[src/rtl/sdram_axi_apb_bridge_if.sv]
// Bus bundle between an AXI4 master, the AXI->APB bridge and the APB SDRAM controller wrapper.
// The bridge takes the slave view (AXI slave side, APB master side); the environment takes master.
interface sdram_axi_apb_bridge_if #(
    parameter int ID_W   = 4,
    parameter int ADDR_W = 32
);
    logic              s_awvalid;
    logic              s_awready;
    logic [ID_W-1:0]   s_awid;
    logic [ADDR_W-1:0] s_awaddr;
    logic [7:0]        s_awlen;
    logic [2:0]        s_awsize;
    logic [1:0]        s_awburst;
    logic [2:0]        s_awprot;

    logic              s_wvalid;
    logic              s_wready;
    logic [31:0]       s_wdata;
    logic [3:0]        s_wstrb;
    logic              s_wlast;

    logic              s_bvalid;
    logic              s_bready;
    logic [ID_W-1:0]   s_bid;
    logic [1:0]        s_bresp;

    logic              s_arvalid;
    logic              s_arready;
    logic [ID_W-1:0]   s_arid;
    logic [ADDR_W-1:0] s_araddr;
    logic [7:0]        s_arlen;
    logic [2:0]        s_arsize;
    logic [1:0]        s_arburst;
    logic [2:0]        s_arprot;

    logic              s_rvalid;
    logic              s_rready;
    logic [ID_W-1:0]   s_rid;
    logic [31:0]       s_rdata;
    logic [1:0]        s_rresp;
    logic              s_rlast;

    logic [ADDR_W-1:0] m_paddr;
    logic              m_psel;
    logic              m_penable;
    logic              m_pwrite;
    logic [2:0]        m_pprot;
    logic [31:0]       m_pwdata;
    logic [3:0]        m_pstrb;
    logic              m_pready;
    logic [31:0]       m_prdata;
    logic              m_pslverr;

    modport slave (
        input  s_awvalid, s_awid, s_awaddr, s_awlen, s_awsize, s_awburst, s_awprot,
        output s_awready,
        input  s_wvalid, s_wdata, s_wstrb, s_wlast,
        output s_wready,
        output s_bvalid, s_bid, s_bresp,
        input  s_bready,
        input  s_arvalid, s_arid, s_araddr, s_arlen, s_arsize, s_arburst, s_arprot,
        output s_arready,
        output s_rvalid, s_rid, s_rdata, s_rresp, s_rlast,
        input  s_rready,
        output m_paddr, m_psel, m_penable, m_pwrite, m_pprot, m_pwdata, m_pstrb,
        input  m_pready, m_prdata, m_pslverr
    );

    modport master (
        output s_awvalid, s_awid, s_awaddr, s_awlen, s_awsize, s_awburst, s_awprot,
        input  s_awready,
        output s_wvalid, s_wdata, s_wstrb, s_wlast,
        input  s_wready,
        input  s_bvalid, s_bid, s_bresp,
        output s_bready,
        output s_arvalid, s_arid, s_araddr, s_arlen, s_arsize, s_arburst, s_arprot,
        input  s_arready,
        input  s_rvalid, s_rid, s_rdata, s_rresp, s_rlast,
        output s_rready,
        input  m_paddr, m_psel, m_penable, m_pwrite, m_pprot, m_pwdata, m_pstrb,
        output m_pready, m_prdata, m_pslverr
    );
endinterface

[src/rtl/sdram_axi_apb_bridge.sv]
// AXI4 slave to APB master bridge: one transaction at a time, bursts split into single APB beats,
// per-beat R responses and one aggregated B response per write burst.
module sdram_axi_apb_bridge #(
    parameter int ID_W   = 4,
    parameter int ADDR_W = 32
) (
    input logic                   clock,
    input logic                   reset,
    sdram_axi_apb_bridge_if.slave bus
);
    typedef enum logic [2:0] {
        StIdle,
        StWrData,
        StWrSetup,
        StWrAccess,
        StWrResp,
        StRdSetup,
        StRdAccess,
        StRdResp
    } state_t;

    state_t state_q, state_d;

    logic              prio_q;  // 0: write wins a tie, 1: read wins
    logic [ID_W-1:0]   id_q;
    logic [ADDR_W-1:0] addr_q;
    logic [7:0]        len_q;
    logic [7:0]        beat_q;
    logic [2:0]        size_q;
    logic [1:0]        burst_q;
    logic [2:0]        prot_q;
    logic              err_q;
    logic [31:0]       wdata_q;
    logic [3:0]        wstrb_q;
    logic [31:0]       rdata_q;
    logic              rerr_q;

    logic              aw_grant;
    logic              ar_grant;
    logic              last_beat;
    logic [ADDR_W-1:0] inc;
    logic [ADDR_W-1:0] wrap_mask;
    logic [ADDR_W-1:0] addr_sum;
    logic [ADDR_W-1:0] next_addr;
    logic              unused_wlast;

    // Burst length comes from len alone; wlast carries no sequencing information here.
    assign unused_wlast = bus.s_wlast;

    assign aw_grant  = bus.s_awvalid & (~bus.s_arvalid | ~prio_q);
    assign ar_grant  = bus.s_arvalid & (~bus.s_awvalid | prio_q);
    assign last_beat = (beat_q == len_q);

    assign inc       = ADDR_W'(1) << size_q;
    assign wrap_mask = ((ADDR_W'(len_q) + ADDR_W'(1)) << size_q) - ADDR_W'(1);
    assign addr_sum  = addr_q + inc;

    always_comb begin
        case (burst_q)
            2'd0:    next_addr = addr_q;
            2'd2:    next_addr = (addr_q & ~wrap_mask) | (addr_sum & wrap_mask);
            default: next_addr = addr_sum;
        endcase
    end

    always_ff @(posedge clock) begin
        if (reset) begin
            state_q <= StIdle;
        end else begin
            state_q <= state_d;
        end
    end

    always_comb begin
        state_d = state_q;
        case (state_q)
            StIdle: begin
                if (aw_grant) begin
                    state_d = StWrData;
                end else if (ar_grant) begin
                    state_d = StRdSetup;
                end
            end
            StWrData: begin
                if (bus.s_wvalid) begin
                    state_d = StWrSetup;
                end
            end
            StWrSetup:  state_d = StWrAccess;
            StWrAccess: begin
                if (bus.m_pready) begin
                    state_d = last_beat ? StWrResp : StWrData;
                end
            end
            StWrResp: begin
                if (bus.s_bready) begin
                    state_d = StIdle;
                end
            end
            StRdSetup:  state_d = StRdAccess;
            StRdAccess: begin
                if (bus.m_pready) begin
                    state_d = StRdResp;
                end
            end
            StRdResp: begin
                if (bus.s_rready) begin
                    state_d = last_beat ? StIdle : StRdSetup;
                end
            end
            default: state_d = StIdle;
        endcase
    end

    always_comb begin
        bus.s_awready = 1'b0;
        bus.s_arready = 1'b0;
        bus.s_wready  = 1'b0;
        bus.s_bvalid  = 1'b0;
        bus.s_rvalid  = 1'b0;
        bus.s_rlast   = 1'b0;
        bus.m_psel    = 1'b0;
        bus.m_penable = 1'b0;
        bus.m_pwrite  = 1'b0;
        case (state_q)
            StIdle: begin
                bus.s_awready = aw_grant & ~reset;
                bus.s_arready = ar_grant & ~reset;
            end
            StWrData: bus.s_wready = 1'b1;
            StWrSetup: begin
                bus.m_psel   = 1'b1;
                bus.m_pwrite = 1'b1;
            end
            StWrAccess: begin
                bus.m_psel    = 1'b1;
                bus.m_penable = 1'b1;
                bus.m_pwrite  = 1'b1;
            end
            StWrResp:  bus.s_bvalid = 1'b1;
            StRdSetup: bus.m_psel = 1'b1;
            StRdAccess: begin
                bus.m_psel    = 1'b1;
                bus.m_penable = 1'b1;
            end
            StRdResp: begin
                bus.s_rvalid = 1'b1;
                bus.s_rlast  = last_beat;
            end
            default: ;
        endcase
        bus.s_bid    = id_q;
        bus.s_bresp  = {err_q, 1'b0};
        bus.s_rid    = id_q;
        bus.s_rdata  = rdata_q;
        bus.s_rresp  = {rerr_q, 1'b0};
        bus.m_paddr  = addr_q;
        bus.m_pprot  = prot_q;
        bus.m_pwdata = wdata_q;
        bus.m_pstrb  = bus.m_pwrite ? wstrb_q : 4'h0;
    end

    always_ff @(posedge clock) begin
        if (reset) begin
            prio_q  <= 1'b0;
            id_q    <= '0;
            addr_q  <= '0;
            len_q   <= '0;
            beat_q  <= '0;
            size_q  <= '0;
            burst_q <= '0;
            prot_q  <= '0;
            err_q   <= 1'b0;
            wdata_q <= '0;
            wstrb_q <= '0;
            rdata_q <= '0;
            rerr_q  <= 1'b0;
        end else begin
            case (state_q)
                StIdle: begin
                    if (aw_grant || ar_grant) begin
                        // The side that lost (or was absent) wins the next tie.
                        prio_q <= aw_grant;
                        err_q  <= 1'b0;
                        beat_q <= '0;
                        if (aw_grant) begin
                            id_q    <= bus.s_awid;
                            addr_q  <= bus.s_awaddr;
                            len_q   <= bus.s_awlen;
                            size_q  <= bus.s_awsize;
                            burst_q <= bus.s_awburst;
                            prot_q  <= bus.s_awprot;
                        end else begin
                            id_q    <= bus.s_arid;
                            addr_q  <= bus.s_araddr;
                            len_q   <= bus.s_arlen;
                            size_q  <= bus.s_arsize;
                            burst_q <= bus.s_arburst;
                            prot_q  <= bus.s_arprot;
                        end
                    end
                end
                StWrData: begin
                    if (bus.s_wvalid) begin
                        wdata_q <= bus.s_wdata;
                        wstrb_q <= bus.s_wstrb;
                    end
                end
                StWrAccess: begin
                    if (bus.m_pready) begin
                        err_q <= err_q | bus.m_pslverr;
                        if (!last_beat) begin
                            beat_q <= beat_q + 8'd1;
                            addr_q <= next_addr;
                        end
                    end
                end
                StRdAccess: begin
                    if (bus.m_pready) begin
                        rdata_q <= bus.m_prdata;
                        rerr_q  <= bus.m_pslverr;
                    end
                end
                StRdResp: begin
                    if (bus.s_rready && !last_beat) begin
                        beat_q <= beat_q + 8'd1;
                        addr_q <= next_addr;
                    end
                end
                default: ;
            endcase
        end
    end
endmodule

[src/flat_wrapper.sv]
// flat-port wrapper written by rule: the top's interface ports become plain ports
module sdram_axi_apb_bridge_flat 
#(
    parameter int ID_W   = 4,
    parameter int ADDR_W = 32
)
  (clock, reset, bus_s_awvalid, bus_s_awid, bus_s_awaddr, bus_s_awlen, bus_s_awsize, bus_s_awburst, bus_s_awprot, bus_s_awready, bus_s_wvalid, bus_s_wdata, bus_s_wstrb, bus_s_wlast, bus_s_wready, bus_s_bvalid, bus_s_bid, bus_s_bresp, bus_s_bready, bus_s_arvalid, bus_s_arid, bus_s_araddr, bus_s_arlen, bus_s_arsize, bus_s_arburst, bus_s_arprot, bus_s_arready, bus_s_rvalid, bus_s_rid, bus_s_rdata, bus_s_rresp, bus_s_rlast, bus_s_rready, bus_m_paddr, bus_m_psel, bus_m_penable, bus_m_pwrite, bus_m_pprot, bus_m_pwdata, bus_m_pstrb, bus_m_pready, bus_m_prdata, bus_m_pslverr);
  sdram_axi_apb_bridge_if #(.ID_W(ID_W), .ADDR_W(ADDR_W)) bus_i ();
  input logic clock;
  input logic reset;
  input wire logic [$bits(bus_i.s_awvalid)-1:0] bus_s_awvalid;
  input wire logic [$bits(bus_i.s_awid)-1:0] bus_s_awid;
  input wire logic [$bits(bus_i.s_awaddr)-1:0] bus_s_awaddr;
  input wire logic [$bits(bus_i.s_awlen)-1:0] bus_s_awlen;
  input wire logic [$bits(bus_i.s_awsize)-1:0] bus_s_awsize;
  input wire logic [$bits(bus_i.s_awburst)-1:0] bus_s_awburst;
  input wire logic [$bits(bus_i.s_awprot)-1:0] bus_s_awprot;
  output wire logic [$bits(bus_i.s_awready)-1:0] bus_s_awready;
  input wire logic [$bits(bus_i.s_wvalid)-1:0] bus_s_wvalid;
  input wire logic [$bits(bus_i.s_wdata)-1:0] bus_s_wdata;
  input wire logic [$bits(bus_i.s_wstrb)-1:0] bus_s_wstrb;
  input wire logic [$bits(bus_i.s_wlast)-1:0] bus_s_wlast;
  output wire logic [$bits(bus_i.s_wready)-1:0] bus_s_wready;
  output wire logic [$bits(bus_i.s_bvalid)-1:0] bus_s_bvalid;
  output wire logic [$bits(bus_i.s_bid)-1:0] bus_s_bid;
  output wire logic [$bits(bus_i.s_bresp)-1:0] bus_s_bresp;
  input wire logic [$bits(bus_i.s_bready)-1:0] bus_s_bready;
  input wire logic [$bits(bus_i.s_arvalid)-1:0] bus_s_arvalid;
  input wire logic [$bits(bus_i.s_arid)-1:0] bus_s_arid;
  input wire logic [$bits(bus_i.s_araddr)-1:0] bus_s_araddr;
  input wire logic [$bits(bus_i.s_arlen)-1:0] bus_s_arlen;
  input wire logic [$bits(bus_i.s_arsize)-1:0] bus_s_arsize;
  input wire logic [$bits(bus_i.s_arburst)-1:0] bus_s_arburst;
  input wire logic [$bits(bus_i.s_arprot)-1:0] bus_s_arprot;
  output wire logic [$bits(bus_i.s_arready)-1:0] bus_s_arready;
  output wire logic [$bits(bus_i.s_rvalid)-1:0] bus_s_rvalid;
  output wire logic [$bits(bus_i.s_rid)-1:0] bus_s_rid;
  output wire logic [$bits(bus_i.s_rdata)-1:0] bus_s_rdata;
  output wire logic [$bits(bus_i.s_rresp)-1:0] bus_s_rresp;
  output wire logic [$bits(bus_i.s_rlast)-1:0] bus_s_rlast;
  input wire logic [$bits(bus_i.s_rready)-1:0] bus_s_rready;
  output wire logic [$bits(bus_i.m_paddr)-1:0] bus_m_paddr;
  output wire logic [$bits(bus_i.m_psel)-1:0] bus_m_psel;
  output wire logic [$bits(bus_i.m_penable)-1:0] bus_m_penable;
  output wire logic [$bits(bus_i.m_pwrite)-1:0] bus_m_pwrite;
  output wire logic [$bits(bus_i.m_pprot)-1:0] bus_m_pprot;
  output wire logic [$bits(bus_i.m_pwdata)-1:0] bus_m_pwdata;
  output wire logic [$bits(bus_i.m_pstrb)-1:0] bus_m_pstrb;
  input wire logic [$bits(bus_i.m_pready)-1:0] bus_m_pready;
  input wire logic [$bits(bus_i.m_prdata)-1:0] bus_m_prdata;
  input wire logic [$bits(bus_i.m_pslverr)-1:0] bus_m_pslverr;
  assign bus_i.s_awvalid = bus_s_awvalid;
  assign bus_i.s_awid = bus_s_awid;
  assign bus_i.s_awaddr = bus_s_awaddr;
  assign bus_i.s_awlen = bus_s_awlen;
  assign bus_i.s_awsize = bus_s_awsize;
  assign bus_i.s_awburst = bus_s_awburst;
  assign bus_i.s_awprot = bus_s_awprot;
  assign bus_s_awready = bus_i.s_awready;
  assign bus_i.s_wvalid = bus_s_wvalid;
  assign bus_i.s_wdata = bus_s_wdata;
  assign bus_i.s_wstrb = bus_s_wstrb;
  assign bus_i.s_wlast = bus_s_wlast;
  assign bus_s_wready = bus_i.s_wready;
  assign bus_s_bvalid = bus_i.s_bvalid;
  assign bus_s_bid = bus_i.s_bid;
  assign bus_s_bresp = bus_i.s_bresp;
  assign bus_i.s_bready = bus_s_bready;
  assign bus_i.s_arvalid = bus_s_arvalid;
  assign bus_i.s_arid = bus_s_arid;
  assign bus_i.s_araddr = bus_s_araddr;
  assign bus_i.s_arlen = bus_s_arlen;
  assign bus_i.s_arsize = bus_s_arsize;
  assign bus_i.s_arburst = bus_s_arburst;
  assign bus_i.s_arprot = bus_s_arprot;
  assign bus_s_arready = bus_i.s_arready;
  assign bus_s_rvalid = bus_i.s_rvalid;
  assign bus_s_rid = bus_i.s_rid;
  assign bus_s_rdata = bus_i.s_rdata;
  assign bus_s_rresp = bus_i.s_rresp;
  assign bus_s_rlast = bus_i.s_rlast;
  assign bus_i.s_rready = bus_s_rready;
  assign bus_m_paddr = bus_i.m_paddr;
  assign bus_m_psel = bus_i.m_psel;
  assign bus_m_penable = bus_i.m_penable;
  assign bus_m_pwrite = bus_i.m_pwrite;
  assign bus_m_pprot = bus_i.m_pprot;
  assign bus_m_pwdata = bus_i.m_pwdata;
  assign bus_m_pstrb = bus_i.m_pstrb;
  assign bus_i.m_pready = bus_m_pready;
  assign bus_i.m_prdata = bus_m_prdata;
  assign bus_i.m_pslverr = bus_m_pslverr;
  sdram_axi_apb_bridge #(.ID_W(ID_W), .ADDR_W(ADDR_W)) u_core (.clock(clock), .reset(reset), .bus(bus_i));
endmodule
[config.mk]
export PLATFORM = sky130hd
export DESIGN_NAME = sdram_axi_apb_bridge_flat
export DESIGN_NICKNAME = d
export VERILOG_FILES = /design/src/rtl/sdram_axi_apb_bridge_if.sv /design/src/rtl/sdram_axi_apb_bridge.sv /design/src/flat_wrapper.sv
export SDC_FILE = /design/constraint.sdc
export NUM_CORES = 1
export LEC_CHECK = 0
export BUFFER_PORTS_ARGS = -buffer_cell sky130_fd_sc_hd__clkbuf_2
export CORE_ASPECT_RATIO = 0.9
export CORE_MARGIN = 3
export CORE_UTILIZATION = 38
export CTS_BUF_LIST = sky130_fd_sc_hd__clkbuf_2 sky130_fd_sc_hd__clkbuf_4 sky130_fd_sc_hd__clkbuf_8
export DETAILED_ROUTE_END_ITERATION = 10
export PLACE_DENSITY = 0.68
export SLEW_MARGIN = 20
export SYNTH_ARGS = -nofsm -noshare
export SYNTH_HDL_FRONTEND = slang
export SYNTH_SLANG_ARGS = --single-unit
[constraint.sdc]
create_clock -name clock -period 4.46 [get_ports clock]
set_input_delay 0.223 -clock clock [delete_from_list [all_inputs] [get_ports clock]]
set_output_delay 0.223 -clock clock [all_outputs]
set_load 0.1 [all_outputs]
; ---- Word-level counts from Yosys, hierarchy flattened
; Cells that the tools add are included.
[word_totals]
ff_bits = 134
latch_bits = 0
ramBits = 0
rom_bits = 0
output_inout_bits = 124
mem_count = 0
[op_classes]
n_addsub = 4
multipliers = 0
div = 0
order_cmp = 0
eq_ne = 18
shifts = 2
muxes = 40
bitwise_logic = 15
reduce_logical = 16
[ops]
columns = cell, count
row1 = 2-to-1 mux 32 bit, 5
row2 = one-hot mux 32 bit (3 select lines), 1
row3 = AND 32 bit, 2
row4 = one-hot mux 32 bit (2 select lines), 1
row5 = 2-to-1 mux 8 bit, 5
row6 = 2-to-1 mux 3 bit, 11
row7 = adder 32 bit, 1
row8 = NOT 32 bit, 1
row9 = OR 32 bit, 1
row10 = << shifter 1 x 3 -> 32 bit (first input constant), 1
row11 = << shifter 32 x 3 -> 32 bit, 1
row12 = subtractor 32 x 1 -> 32 bit (second input constant), 1
row13 = one-hot mux 3 bit (8 select lines), 1
row14 = one-hot mux 8 bit (3 select lines), 1
row15 = == test 3 bit (second input constant), 4
row16 = inequality test 2 bit (second input constant), 6
row17 = 2-to-1 mux 1 bit, 11
row18 = adder 8 x 1 -> 9 bit (second input constant), 1
row19 = adder 8 x 1 -> 8 bit (second input constant), 1
row20 = == test 8 bit, 1
row21 = 2-to-1 mux 4 bit, 2
row22 = == test 3 x 2 -> 1 bit (second input constant), 2
row23 = AND reduction 2 bit, 3
row24 = AND reduction 6 bit, 1
row25 = 20 further kinds, 30

; ---- Longest topological paths before layout
; Gate-level depths: netlist (run 1).
[depth]
word_depth = 10
ltp_mapped = 18

; ---- Least setup slack after synthesis (run 1)
; No wires, ideal clock.
[synth_timing]
kind = register -> output
start = register u_core.state_q[0]
end = output port bus_s_arready
t_arrival_ps = 3863
t_required_ps = 4237
path_slack_ps = 374
path_stages_with_launch = 5
n_path_buf = 0
cell_sequence = dfxtp_1 inv_1 ha_1 nand2b_1 nor4b_1
[synth_between]
elab_chain_cells = 2
[synth_rtl]
columns = element, line_no
row1 = "start, declared", sdram_axi_apb_bridge.sv:22  ; state_t state_q, state_d;
row2 = "start signal, assigned", sdram_axi_apb_bridge.sv:68  ; state_q <= StIdle;
row3 = "start signal, assigned", sdram_axi_apb_bridge.sv:70  ; state_q <= state_d;
row4 = zero test 3 bit, sdram_axi_apb_bridge.sv:125  ; case (state_q)
row5 = 2-to-1 mux 1 bit, sdram_axi_apb_bridge.sv:125
row6 = "end, declared", flat_wrapper.sv:35  ; output wire logic [$bits(bus_i.s_arready)-1:0] bus_s_arready;
; No other way between the ends.

==> results of run 1 <==
==> final cells by class <==
class | instances | area, um2
fillers | 2015 | 9740
multi-input cells | 898 | 4990
flip-flops and latches | 134 | 2680
repair buffers | 422 | 2670
well taps | 286 | 358
clock buffers | 18 | 248
clock inverters | 14 | 150
inverters | 30 | 113
==> Yosys cell counts (3+ instances only) <==
cell type and count:
and2_1 11, xnor2_1 22, nand2_1 290, buf_4 12, buf_2 8, xor2_1 13
nor3_1 23, clkbuf_1 66, nor4_2 4, mux2i_1 5, nor4_1 7, o21ai_0 38
ha_1 16, a211oi_1 10, o21a_1 6, inv_1 29, dfxtp_1 134, nand2b_1 13
or3_1 8, and3_1 16, o32ai_1 9, nand3_1 29, a21oi_1 146, a221oi_1 3
a21o_1 6, a311oi_1 22, o21ai_1 7, o21ai_2 3, nor4b_1 3, nor2_1 78
nor2b_1 9, a31oi_1 18, nand4_1 5, o31ai_1 8, o21bai_1 3, o211ai_1 6
a21boi_0 4
==> worst max-delay path, cell delays in order, from the launching register on <==
cell	delay (ns)
dfxtp_1	0.52
ha_1	0.35
xor2_1	0.48
nor2_1	0.15
o311ai_0	0.41
o211a_1	0.36
o21bai_1	0.25
nor4_2	0.12
nor2b_1	0.15
ha_1	0.27
a2111o_1	0.37
a211o_1	0.30
a211oi_1	0.18
==> final timing paths <==
check,endpoint,cells past startpoint
setup / recovery,register,12
hold / removal,u_core.len_q[4],3
setup reg to reg,register,12
hold reg to reg,u_core.bus.s_rdata[8],2
==> metrics by stage <==
step	hold WS [ns]	cell area, um2	instances	util	power (mW)
finish	0.0278	11200	1802	0.535	7.69
global route	0.00937	11200	1802	0.535	8.17
CTS	0.000727	11200	1800	0.534	7.68
detailed placement	0.445	9800	1669	0.468	6.47
global placement	0.437	9800	1669	0.468	6.43
floorplan	0.359	8180	1151	-	5.57
==> timing repair <==
action                                 4_1_cts  5_1_grt
gates resized for setup                      0        0
endpoints found under the hold margin       84        2
hold buffers                                99        2
==> report_power, final <==
part           switching [mW]  internal [mW]  leakage (nW)  total [mW]
Combinational            3.55           1.27          3.56        4.82
Sequential              0.334           1.47          1.09        1.80
Clock                   0.583          0.481         0.195        1.06
Total                    4.47           3.22          4.84        7.69
==> kinds of logic (layout without fill, tap and decap cells) <==
group,count (synthesis),in the layout,synth area share
flops,134,134,0.328
simple gates,516,516,0.285
xor+xnor,36,36,0.0395
other cells,1,2,0.000459
fa+ha+maj,17,17,0.0269
compound gates,321,321,0.249
mux,6,6,0.00796
buf+inv,119,484,0.0633
==> routing by layer <==
layer  vias up  global-route usage  wire [um]
met1      4326               0.298      12500
met4         0              0.0711        614
met5         -                   0          0
met3        44              0.0702       2290
li1       4724                   -          -
met2       361               0.410      13900
==> results.toml, run 1 <==
[status]
status = "finished, final reports clean"

[sta]
fmax_ghz = 0.251
period_share = 0.893
finalMaxSlewViolations = 0
max-slew-margin-rel = 0.389
fin_worst_skew_ns = 0.0227
period_minus_slack_ns = 3.98
worst_slew_pin_slew_ns = 0.914
fin_setup_tns_ns = 0
hold_violations = 0
fin_ws_ns = 0.478
rsz0062_at_grt = "no"
setup_violations = 0

[clock_tree]
path_clk_slew_ns = 0.09
cts_buffers = 17
htree_num_levels = 4
clock-sinks = 134
clk_latency_ns = 0.46
cts_setup_buffers = 0
clockBufferDepth = 2
cts_root_buf = "clkbuf_8"
cts_tree = "built"

[synthesis]
syn_inst = 1150
yosysSeqAreaShare = 0.328
synth_edf_count = 0
async_reset_ff_frac = 0
synth_ff_type = "dfxtp_1"
syn_area_um2 = 8180
synth_cell_types = 82
yosys_warnings = 0
synth_top_area_cell = "dfxtp_1"
synth_top_area_share = 0.328
synth.avg_cell_area_um2 = 7.11
ys_seq_elements = 134
synth_area_leaders = "dfxtp_1 (33%), nand2_1 (13%), a21oi_1 (8.9%), nor2_1 (3.6%), clkbuf_1 (3.0%)"

[min_path]
hp-class = "in2reg"
worstHoldStart = "bus_s_awlen[4]"

[final_layout]
final_cell_mix = "clkbuf_2 (301), nand2_1 (289), a21oi_1 (146)"
nNetsFinal = 1702
syn_to_final_growth_pct = 37.1
drive_gt1_frac = 0.251
final_common_cell = "clkbuf_2"
diodes = 0

[routing]
firstDrtPassIters = 5
drt-initial-drc-count = 664
detail-route-antenna-nets = 0
via_per_inst = 5.25
vias = 9455
totalWireLength_mm = 29.4
wl_per_cell_um = 16.3
drc = 0

[setup_path]
crit_type = "reg2reg"
arrival_ns = 4.36
worstReg2RegStart = "u_core.len_q[1]"
crit_start = "u_core.len_q[1]"
crit_path_end_kind = "register"
rrSetupSlack_ns = 0.48
cp_max_fo = 8
cp-start-kind = "register"
worst-endpoint-required_ns = 4.83

[die]
initial_utilization = 0.390
rows = 50
io_pins = 306
die_w_um = 161
die-area_um2 = 23300
core_area_um2 = 21000
die_h_um = 145

[placement]
finalWeightedCongestion = 0.913
hpwl_mm = 20.3
place_ws_ns = 0.515
numPortBuffers = 302

[global_route]
grt_pass1_wl_mm = 46.7
grt_antenna_before_repair = 0
grt_pass1_vias = 9159
grt_max_degree = 79
grt_usage = 0.242
overflow = 0

[power]
p_per_area_nw_per_um2 = 686
ir_worst_vdd_uv = 413
p_leak_nw = 4.84

[flow_run]
drv_cap = 0
No activity file was read; power rests on OpenSTA's default activity.
==> run 2, diff against run 1 <==
HOLD_SLACK_MARGIN = 0.15   (was not set)
==> run 2 against run 1 <==
  * Power increased by 0.62%
  * Count of clock-buffer cells in the layout is the same
  * Worst hold slack better by 0.15 ns
  * Critical path depth stayed put
  * Cell count rose by 0.83%
  * Register-to-register slack about the same
  * Non-clock buffer count up 15
  * Clock skew rose by 0.0024 ns
  * Clock power hardly changed
  * Highest routed layer unchanged
==> results.toml, run 2 (synthesis results as in run 1) <==
[clock_tree]
cts_tree = "built"
clockBufferDepth = 2
clk_latency_ns = 0.46
cts_buffers = 17
htree_num_levels = 4
clock-sinks = 134
cts_setup_buffers = 0
cts_root_buf = "clkbuf_8"
path_clk_slew_ns = 0.08

[power]
ir_worst_vdd_uv = 418
power_mw = 7.74
comb_power_share = 0.629
p_per_area_nw_per_um2 = 681
switching_share = 0.579
power.switching_mw = 4.48
p_int_mw = 3.26
power_frac_clock = 0.138
p_leak_nw = 4.92
power.share.sequential = 0.233

[setup_path]
critPathSlowestCell = "dfxtp_1"
crit_type = "reg2reg"
worst-endpoint-required_ns = 4.83
arrival_ns = 4.35
rrSetupSlack_ns = 0.49
cp_cell_sequence = "ha_1 > xor2_1 > nor2_1 > o311ai_0 > o211a_1 > o21bai_1 > nor4_2 > nor2b_1 > ha_1 > a2111o_1 > a211o_1 > a211oi_1"
path_buf_inv = 0
cp-start-kind = "register"
crit_path_end_kind = "register"
r2r_cells = 12
cp_max_fo = 8
crit_top_cell = "ha_1"
worstReg2RegStart = "u_core.len_q[1]"
critical-path-top-delay-family = "compound AO/OA/AOI/OAI gates"
cpPeakStageDelay_ns = 0.51

[final_layout]
seq_area_um2 = 2680
drive_gt1_frac = 0.249
diodes = 0
final_common_cell = "clkbuf_2"
syn_to_final_growth_pct = 39.0
final_cell_mix = "clkbuf_2 (301), nand2_1 (289), a21oi_1 (146)"
nNetsFinal = 1717
fillers = 1998
multi_input_area_um2 = 4990

[placement]
finalWeightedCongestion = 0.913
hpwl_mm = 20.3
numPortBuffers = 302

[die]
die_w_um = 161
rows = 50
die-area_um2 = 23300
die_h_um = 145
core_area_um2 = 21000
io_pins = 306
initial_utilization = 0.390

[routing]
wl_per_cell_um = 16.2
via_per_inst = 5.24
vias = 9521
drc = 0
firstDrtPassIters = 7
totalWireLength_mm = 29.5
drt-initial-drc-count = 735
detail-route-antenna-nets = 0

[min_path]
holdPathStages = 4
min_to = "u_core.state_q[2]"
worstHoldStart = "bus_s_bready"
hp-class = "in2reg"

[global_route]
grt_antenna_before_repair = 0
overflow = 0
grt_max_degree = 79
grt_usage = 0.244
grt_pass1_wl_mm = 47.1
grt_pass1_vias = 9251

[sta]
fmax_ghz = 0.252
period_share = 0.891
period_minus_slack_ns = 3.97
worst_slew_pin_slew_ns = 0.887
hold_violations = 0
max-slew-margin-rel = 0.407
fin_setup_tns_ns = 0
fin_worst_skew_ns = 0.0251
rsz0062_at_grt = "no"
finalMaxSlewViolations = 0
setup_violations = 0

[flow_run]
drv_cap = 0

[status]
status = "finished, final reports clean"
## run 2: cell count changes in the layout (fill, tap and decap cells not counted)
cell / delta
dlygate4sd3_1: +15
## run 2: repair_timing
action	in CTS	in global routing
gates resized for setup	0	0
hold endpoints to repair	93	0
endpoints found under the setup margin	0	0
hold buffers	116	0
## run 2: power by group through the flow
stage                     clock network [mW]  logic, mW  registers, mW
after CTS                               1.09       4.83           1.79
after global routing                    1.14       5.22           1.85
after detailed placement                   0       4.65           1.82
after floorplan                            0       2.50           3.07
final                                   1.06       4.87           1.80
after global placement                     0       4.62           1.81
## run 2: through the flow
step / utilization / hold slack [ns] / std cells / setup slack, ns / cell area [um2]
2_1_floorplan: - / 0.359 / 1151 / 0.374 / 8180
3_3_place_gp: 0.468 / 0.437 / 1669 / 0.544 / 9800
6_report: 0.542 / 0.174 / 1817 / 0.486 / 11400
4_1_cts: 0.542 / 0.150 / 1817 / 0.503 / 11400
3_5_place_dp: 0.468 / 0.445 / 1669 / 0.515 / 9800
5_1_grt: 0.542 / 0.178 / 1817 / 0.301 / 11400
## run 2: worst max-delay path by stage
| stage | from | to | depth (start not counted) | slack [ns] |
|---|---|---|---|---|
| 2_1_floorplan | u_core.state_q[0] | bus_s_arready | 4 | 0.37 |
| 3_3_place_gp | u_core.len_q[1] | register | 12 | 0.54 |
| 3_5_place_dp | u_core.len_q[1] | register | 12 | 0.52 |
| 4_1_cts | u_core.len_q[1] | register | 12 | 0.50 |
| 5_1_grt | u_core.len_q[1] | register | 12 | 0.30 |
| 6_report | u_core.len_q[1] | register | 12 | 0.49 |
## run 2: area by class of cell
cell class,instances,area share
multi-input combinational,898,0.440
sequential,134,0.236
clock buffer,18,0.0218
clock inverter,14,0.0132
inverter,30,0.00991
timing repair buffer,437,0.248
tap,286,0.0315
## run 2: routing by layer
| metal | GRT usage | up-vias | share of wire |
|---|---|---|---|
| met5 | 0 | - | 0 |
| met1 | 0.296 | 4342 | 0.42 |
| met4 | 0.0729 | 0 | 0.023 |
| met2 | 0.416 | 372 | 0.48 |
| met3 | 0.0711 | 53 | 0.078 |
| li1 | - | 4754 | - |
## run 2: tightest hold or removal path: cells and delay by family
| kind | cells | cell delay [ns] |
|---|---|---|
| simple gates | 1 | 0.09 |
| compound gates | 2 | 0.18 |
| buf+inv | 1 | 0.08 |
==> run 3, diff against run 2 <==
ABC_AREA = 1   (was not set)
CORE_ASPECT_RATIO = 1.2   (was 0.9)
HOLD_SLACK_MARGIN = 0.12   (was 0.15)
==> run 3 against run 2 <==
  * Sequential cell count is the same
  * Setup slack better by 0.71 ns
  * Wire length is 2.0% higher
  * Combinational power fell by 1%
  * Highest routed layer unchanged
==> results.toml, run 3 <==
[status]
status = "finished, final reports clean"

[final_layout]
fillers = 2084
multi_input_area_um2 = 4970
syn_to_final_growth_pct = 37.8
seq_area_um2 = 2680
drive_gt1_frac = 0.250
nNetsFinal = 1864
postLayoutCellArea_um2 = 11600
final_common_cell = "clkbuf_2"
stdcell_count = 1949
final_cell_mix = "clkbuf_2 (302), nand2_1 (272), nor2_1 (165)"

[sta]
timing.hold.ws_ns = 0.148
period_share = 0.732
finalMaxSlewViolations = 0
fin_setup_tns_ns = 0
worst_slew_pin_slew_ns = 1.02
period_minus_slack_ns = 3.26
setup_violations = 0
fmax_ghz = 0.306
max-slew-margin-rel = 0.321
fin_worst_skew_ns = 0.0174
hold_violations = 0
rsz0062_at_grt = "no"

[synthesis]
yosysSeqAreaShare = 0.320
synth_ff_type = "dfxtp_1"
synth_cell_types = 48
yosysMostFrequentCell = "nand2_1"
yosys_warnings = 0
async_reset_ff_frac = 0
synth_edf_count = 0
synth-compound-area-share = 0.168
synth_area_leaders = "dfxtp_1 (32%), nand2_1 (12%), nand3_1 (7.7%), nor2_1 (7.4%), o21ai_0 (6.0%)"
synth_xor_area_frac = 0.0355
syn_area_um2 = 8400
netlist_top_cells_count = "nand2_1 (274), nor2_1 (166), dfxtp_1 (134)"
synth_top_area_share = 0.320
synth_top_area_cell = "dfxtp_1"
ys_seq_elements = 134
syn_inst = 1293
yosys.area_share.simple = 0.359
synthMuxAreaShare = 0.00119
synth.avg_cell_area_um2 = 6.49
synth_fa_ha_area_frac = 0.0262
synth_top_family_by_area = "simple AND/OR/NAND/NOR gates"

[power]
ir_worst_vdd_uv = 575
p_per_area_nw_per_um2 = 666
comb_power_share = 0.623
power.share.sequential = 0.236
power_frac_clock = 0.141
switching_share = 0.590
p_leak_nw = 5.36
power_mw = 7.70
p_int_mw = 3.16
power.switching_mw = 4.54

[setup_path]
cp_cell_sequence = "buf_4 > nor3_1 > ha_1 > inv_1 > fa_1 > o21ai_0 > nand3_1 > nand2_1 > nand3_1 > inv_1 > nand2_1 > nor2_1 > xor2_1 > inv_1 > nor2_1 > nor2_1 > nor2_1"
cp_max_fo = 11
cpPeakStageDelay_ns = 0.45
critPathSlowestCell = "dfxtp_1"
arrival_ns = 3.67
cp-start-kind = "register"
crit_top_cell = "nor2_1"
r2r_cells = 17
worst-endpoint-required_ns = 4.87
crit_path_end_kind = "register"
crit_type = "reg2reg"
rrSetupSlack_ns = 1.20

[routing]
via_per_inst = 5.13
detail-route-antenna-nets = 0
firstDrtPassIters = 5
totalWireLength_mm = 30.1
wl_per_cell_um = 15.4
drc = 0
vias = 10000
drt-initial-drc-count = 570

[global_route]
grt_usage = 0.248
overflow = 0
grt_max_degree = 70
grt_pass1_wl_mm = 48.7
grt_antenna_before_repair = 1
grt_pass1_vias = 10100

[die]
io_pins = 306
die_w_um = 142
initial_utilization = 0.394
rows = 58
die_h_um = 169
core_area_um2 = 21300
die-area_um2 = 23900

[clock_tree]
clk_latency_ns = 0.46
cts_tree = "built"
cts_root_buf = "clkbuf_8"
path_clk_slew_ns = 0.10
clockBufferDepth = 2
htree_num_levels = 4
clock-sinks = 134
cts_buffers = 17
cts_setup_buffers = 0

[flow_run]
drv_cap = 0

[min_path]
holdPathStages = 3
hp-class = "in2reg"

[placement]
dp_cells = 1799
hpwl_mm = 20.7
placed_area_um2 = 9980
numPortBuffers = 302
finalWeightedCongestion = 0.894
==> run 3: cell count changes after synthesis, sizes merged, moves of 13 or more <==
| cell | delta |
|---|---|
| nand3 | +120 |
| nor2 | +99 |
| o21ai | +72 |
| inv | +71 |
| a21oi | -49 |
| a311oi | -22 |
| and3 | -17 |
| clkbuf | -15 |
| nand2b | -13 |
==> run 3: power groups by stage <==
stage	combinational [mW]	clock [mW]	sequential (mW)
5_1_grt	5.22	1.16	1.86
6_report	4.80	1.09	1.82
4_1_cts	4.79	1.11	1.81
2_1_floorplan	2.64	0	2.97
3_3_place_gp	4.58	0	1.83
3_5_place_dp	4.62	0	1.83
==> run 3: routing by layer <==
metal / GRT usage / vias up / part of all wire
li1: - / 4994 / -
met1: 0.286 / 4537 / 0.39
met2: 0.437 / 409 / 0.50
met3: 0.0588 / 64 / 0.074
met4: 0.104 / 0 / 0.034
met5: 0 / - / 0
==> run 3: kinds of logic (layout without fill, tap and decap cells) <==
| group | Yosys count | after routing |
|---|---|---|
| XOR/XNOR | 34 | 34 |
| buffers and inverters | 183 | 567 |
| multiplexers | 1 | 1 |
| other | 1 | 3 |
| AND/OR/NAND/NOR | 663 | 663 |
| AO/OA/AOI/OAI | 260 | 260 |
| flip-flops | 134 | 134 |
| adder cells (fa/ha/maj) | 17 | 17 |
==> run 3: cell type report <==
class,instances,share of cell area
clock buffers,17,0.0202
diodes,1,0.000216
inverters,105,0.0341
flip-flops and latches,134,0.232
multi-input cells,977,0.430
clock inverters,15,0.0158
well taps,270,0.0292
repair buffers,430,0.239
==> run 3: worst max-delay path: cells and delay by family (launching register included) <==
kind | cells | cell delay (ns)
adder cells (fa/ha/maj) | 2 | 0.62
buffers and inverters | 4 | 0.47
flip-flops | 1 | 0.45
AO/OA/AOI/OAI | 1 | 0.37
AND/OR/NAND/NOR | 9 | 1.15
XOR/XNOR | 1 | 0.16
==> run 3: path summary, 6_finish.rpt <==
path,start,end
max,u_core.size_q[0],register
min,bus_s_awaddr[15],register
max reg2reg,u_core.size_q[0],register
min reg2reg,u_core.wstrb_q[3],u_core.wstrb_q[3]
==> run 3: repair_timing <==
| action | 4_1_cts | 5_1_grt |
|---|---|---|
| endpoints found under the hold margin | 97 | 0 |
| hold buffers | 117 | 0 |
| resized for setup | 0 | 0 |
==> run 3: metrics by stage <==
| step | util | setup WS (ns) |
|---|---|---|
| 2_1_floorplan | - | 0.223 |
| 3_3_place_gp | 0.468 | 1.22 |
| 3_5_place_dp | 0.468 | 1.20 |
| 4_1_cts | 0.542 | 1.16 |
| 5_1_grt | 0.542 | 0.780 |
| 6_report | 0.542 | 1.20 |
